$ cat config.mk
export PLATFORM = sky130hd
export DESIGN_NAME = fetch_unit
export DESIGN_NICKNAME = d
export VERILOG_FILES = /design/src/rtl/fetch_unit.sv
export SDC_FILE = /design/constraint.sdc
export NUM_CORES = 1
export LEC_CHECK = 0
export ABC_AREA = 1
export ABC_CLOCK_PERIOD_IN_PS = 4600
export CAP_MARGIN = 30
export CORE_MARGIN = 4
export CORE_UTILIZATION = 35
export CTS_CLUSTER_DIAMETER = 80
export DETAILED_ROUTE_END_ITERATION = 16
export DONT_BUFFER_PORTS = 1
export PLACE_DENSITY = 0.49
export SYNTH_ARGS = -nofsm -noshare
export SYNTH_HDL_FRONTEND = slang
export SYNTH_SLANG_ARGS = --single-unit
export TNS_END_PERCENT = 10
$ cat constraint.sdc
create_clock -name clk_signal -period 4.6 [get_ports clk_signal]
set_input_delay 0.46 -clock clk_signal [delete_from_list [all_inputs] [get_ports clk_signal]]
set_output_delay 0.46 -clock clk_signal [all_outputs]
set_load 0.005 [all_outputs]
$ cat src/rtl/fetch_unit.sv
// Instruction-fetch stage: owns the PC, issues word requests over req/gnt/rvalid,
// and buffers returned instructions with their PCs in an in-order queue for decode.
module fetch_unit #(
    parameter logic [31:0] RESET_PC = 32'h0000_0000,
    parameter int          DEPTH    = 2
) (
    input  logic        clk_signal,
    input  logic        reset,
    output logic        imem_req,
    output logic [31:0] imem_addr,
    input  logic        imem_gnt,
    input  logic        imem_rvalid,
    input  logic [31:0] imem_rdata,
    input  logic        redirect,
    input  logic [31:0] redirect_pc,
    input  logic        stall,
    output logic        if_valid,
    output logic [31:0] if_instr,
    output logic [31:0] if_pc
);
    localparam int          PTR_W = $clog2(DEPTH);
    localparam int          CNT_W = PTR_W + 1;
    localparam logic [31:0] NOP   = 32'h0000_0013;

    typedef enum logic [1:0] {BOOT, FETCH, DRAIN} state_t;

    state_t           state_q, state_d;
    logic [31:0]      pc_q, pc_d;
    logic [PTR_W-1:0] head_q, head_d;
    logic [CNT_W-1:0] alloc_q, alloc_d;
    logic [CNT_W-1:0] fill_q, fill_d;
    logic [CNT_W-1:0] discard_q, discard_d;
    logic [31:0]      hold_instr_q, hold_instr_d;
    logic [31:0]      hold_pc_q, hold_pc_d;

    logic [31:0]      slot_pc_q    [DEPTH];
    logic [31:0]      slot_instr_q [DEPTH];

    logic             grant, pop, fill_ev, drop_ev;
    logic [CNT_W-1:0] unfilled;
    logic [CNT_W:0]   occupancy;
    logic [PTR_W-1:0] alloc_idx, fill_idx;

    // Slots are allocated then filled strictly in order from the head, so the
    // queue is fully described by head, allocated count and filled count.
    always_comb begin
        unfilled  = alloc_q - fill_q;
        if_valid  = (fill_q != '0);
        pop       = if_valid && !stall;
        // A slot freed by this cycle's pop may be re-requested immediately,
        // which is what sustains one instruction per cycle.
        occupancy = {1'b0, alloc_q} + {1'b0, discard_q} - {{CNT_W{1'b0}}, pop};
        imem_req  = (state_q != BOOT) && !redirect && (occupancy < (CNT_W+1)'(DEPTH));
        imem_addr = pc_q;
        grant     = imem_req && imem_gnt;
        drop_ev   = imem_rvalid && (discard_q != '0);
        fill_ev   = imem_rvalid && (discard_q == '0) && (unfilled != '0);
        alloc_idx = head_q + alloc_q[PTR_W-1:0];
        fill_idx  = head_q + fill_q[PTR_W-1:0];
        if_instr  = if_valid ? slot_instr_q[head_q] : hold_instr_q;
        if_pc     = if_valid ? slot_pc_q[head_q]    : hold_pc_q;
    end

    always_comb begin
        state_d      = state_q;
        pc_d         = pc_q;
        head_d       = head_q;
        alloc_d      = alloc_q;
        fill_d       = fill_q;
        discard_d    = discard_q;
        hold_instr_d = hold_instr_q;
        hold_pc_d    = hold_pc_q;

        if (pop) begin
            hold_instr_d = slot_instr_q[head_q];
            hold_pc_d    = slot_pc_q[head_q];
        end

        if (redirect) begin
            pc_d      = redirect_pc & ~32'h3;
            alloc_d   = '0;
            fill_d    = '0;
            // Every in-flight response not consumed this cycle must be dropped later.
            discard_d = discard_q + unfilled - CNT_W'(drop_ev || fill_ev);
            state_d   = (discard_d != '0) ? DRAIN : FETCH;
        end else begin
            if (grant) begin
                pc_d = pc_q + 32'd4;
            end
            head_d    = head_q + PTR_W'(pop);
            alloc_d   = alloc_q + CNT_W'(grant) - CNT_W'(pop);
            fill_d    = fill_q + CNT_W'(fill_ev) - CNT_W'(pop);
            discard_d = discard_q - CNT_W'(drop_ev);
            case (state_q)
                BOOT:    state_d = FETCH;
                DRAIN:   if (discard_d == '0) state_d = FETCH;
                default: state_d = state_q;
            endcase
        end
    end

    always_ff @(posedge clk_signal or negedge reset) begin
        if (!reset) begin
            state_q      <= BOOT;
            pc_q         <= RESET_PC;
            head_q       <= '0;
            alloc_q      <= '0;
            fill_q       <= '0;
            discard_q    <= '0;
            hold_instr_q <= NOP;
            hold_pc_q    <= '0;
        end else begin
            state_q      <= state_d;
            pc_q         <= pc_d;
            head_q       <= head_d;
            alloc_q      <= alloc_d;
            fill_q       <= fill_d;
            discard_q    <= discard_d;
            hold_instr_q <= hold_instr_d;
            hold_pc_q    <= hold_pc_d;
        end
    end

    // Slot payload needs no reset: only slots inside the filled window are ever read.
    always_ff @(posedge clk_signal) begin
        if (grant) begin
            slot_pc_q[alloc_idx] <= pc_q;
        end
        if (fill_ev) begin
            slot_instr_q[fill_idx] <= imem_rdata;
        end
    end

    // A response with nothing waiting for it is a memory protocol error; a response
    // to a pre-reset request may still land in the boot cycle.
    assert property (@(posedge clk_signal) disable iff (!reset)
        (state_q != BOOT && imem_rvalid) |-> (drop_ev || fill_ev));

endmodule
==> flow_metrics.tcl <==
set metrics [dict create \
    outcome "finished, final reports clean" \
    netlist_area_um2 10600 \
    finalHoldViolCount 0 \
    path_cells "nor2_1, clkinv_2, buf_4, o21ai_0" \
    max_slew_margin 0.414 \
    layout.nets 1339 \
    dr.pass1.iters 5 \
    overflow 0 \
    slowest_delay_ns 0.61 \
    dp_hpwl_mm 16.9 \
    routed_wl_mm 25.7 \
    slew_violations 0 \
    tns_ns 0 \
    vias 7672 \
    path_delay_family "buffers and inverters" \
    diodes 0 \
    synth_compound_area_frac 0.0639 \
    area_growth_pct 14.0 \
    die_area_um2 33200 \
    peakVddDrop_mv 0.308 \
    hold_path.class "in2reg" \
    gp_congestion 0.785 \
    synth_seq_area_share 0.588 \
    worstMarginPinSlew_ns 0.878 \
    clkSinkCount 225 \
    cts_setup_buffers 0 \
    finalCritPeriodShare 0.712 \
    synthMuxAreaShare 0 \
    synth_area_leader_cell "edfxtp_1" \
    rows 63 \
    synth_top_family_by_area "simple AND/OR/NAND/NOR gates" \
    portBuffers 0 \
    die_w_um 182 \
    crit_fanout 61 \
    vias_per_cell 4.60 \
    ctsResizeCount 0 \
    cts_buffers 27 \
    syn_avg_cell_area_um2 8.59 \
    final.setup_skew_ns 0.0101 \
    synth_top_area_frac 0.350 \
    critPathCaptureType "output pin" \
    cts_tree "yes" \
    cts_buffer_depth 3 \
    drt_iter0_markers 539 \
    drcViolationCount 0 \
    yosys_warnings 0 \
    dieHeight_um 182 \
    power_mw 7.70 \
    yosysUniqueCellTypes 33 \
    criticalPathCategory "reg2out" \
    routedWlPerCell_um 15.4 \
    ios 168 \
    cp.arrival_ns 2.82 \
    h-tree-depth 1 \
    synth.area.top_cells "edfxtp_1, dfrtp_1, nand2_1" \
    crit_required_ns 4.14 \
    core_area_um2 29800 \
    start_util 0.357 \
    grt_pass1_vias 7320 \
    fill_cells 2957 \
    power_density_nw_per_um2 636 \
    maxCapViolCount 0 \
    cp-start-kind "flop" \
    cp_slowest_cell "clkinv_2" \
    insertion_delay_ns 0.52 \
    root_buffer "clkbuf_16" \
    min_period_ns 3.28 \
    fmax_mhz 305 \
    synthCells 1237 \
    grt_pass1_wl_mm 41.0 \
    power_leakage_nw 5.20 \
    ant_nets 0 \
    path_clk_slew_ns 0.06 \
    path_buf_inv 2 \
    grt_setup_unrepaired "no" \
    antenna_found_initial 0 \
    grt.total_usage 0.153 \
    layout-drive-gt1-share 0.0556 \
    synth_fa_ha_area_frac 0.0148 \
    synthXorXnorAreaFrac 0.0107 \
    synth-seq-cells 225 \
    grt_max_degree 102 \
    synth-simple-area-share 0.250 \
    setup_viol 0 \
]
[power by group]
part,internal (mW),switching [mW]
combinational,0.774,1.91
clock,1.13,0.788
sequential,2.74,0.359
total,4.65,3.06
[synthesized netlist by cell type, drive strengths merged]
cell type    n
clkbuf      21
edfxtp     124
inv        123
nand4        3
xor2         6
o21ai      132
nand3b       1
o21bai       1
nor3         1
buf         32
or2          4
dfrtp       98
conb         1
clkinv       5
ha          11
nand3       61
nand2      541
xnor2        7
fa           1
nor2        61
dfstp        3
[area by class of cell]
cell class	instances	area [µm²]	area share
inverter	128	484	0.0400
sequential	225	6260	0.516
clock inverter	9	50.0	0.00413
clock buffer	41	758	0.0626
timing repair buffer	41	425	0.0351
multi-input combinational	834	3650	0.302
tap	390	488	0.0403
[registers in the layout (all words and copies together), names as in the netlist]
| name | count |
|---|---|
| hold_pc_q | 30 |
| imem_addr | 30 |
| slot_pc_q | 60 |
| alloc_q | 2 |
| discard_q | 2 |
| hold_instr_q | 32 |
| state_q | 2 |
| head_q | 1 |
| fill_q | 2 |
| slot_instr_q | 64 |
[placed cells by master, fill, tap and decap left out, types with 27 or more instances in the layout]
| cell | n |
|---|---|
| nand2_1 | 540 |
| o21ai_0 | 124 |
| edfxtp_1 | 124 |
| inv_1 | 119 |
| dfrtp_1 | 97 |
| nand3_1 | 60 |
| nor2_1 | 52 |
| dlygate4sd3_1 | 29 |
| clkbuf_16 | 27 |
[through the flow]
stage	hold WS (ns)	instances	utilization	cell area, µm²	worst slack, ns
2_1_floorplan	0.164	1240	-	10600	0.286
3_3_place_gp	0.168	1586	0.367	10900	1.33
3_5_place_dp	0.168	1588	0.369	11000	1.33
4_1_cts	0.000629	1641	0.398	11800	1.28
5_1_grt	0.000400	1668	0.407	12100	1.05
6_report	0.0369	1668	0.407	12100	1.32
[final timing paths]
check | slack, ns | cells past startpoint | startpoint | endpoint
setup / recovery | 1.32 | 4 | fill_q[0] | if_pc[26]
setup reg to reg | 1.35 | 10 | fill_q[0] | slot_pc_q[1][17]
hold reg to reg | 0.50 | 2 | hold_instr_q[4] | hold_instr_q[4]
hold / removal | 0.04 | 0 | imem_rdata[11] | slot_instr_q[1][11]
max in group asynchronous | 3.58 | 2 | reset | head_q
min in group asynchronous | 0.58 | 2 | reset | hold_instr_q[10]
[logic make-up after synthesis]
group | Yosys count
other cells | 1
flops | 225
buf+inv | 181
compound gates | 133
xor+xnor | 13
simple gates | 672
fa+ha+maj | 12
[routing by layer]
metal | vias to the layer above | global-route usage | wire (µm)
met4 | 0 | 0.0375 | 467
met1 | 3467 | 0.219 | 12200
li1 | 3957 | - | -
met3 | 31 | 0.0373 | 1610
met5 | - | 0 | 0
met2 | 217 | 0.236 | 11400
[what timing repair did]
item	CTS	global route
hold buffers	3	27
setup endpoints to repair	0	0
endpoints found under the hold margin	105	49
Note: power is estimated with default switching activity, not from simulation.
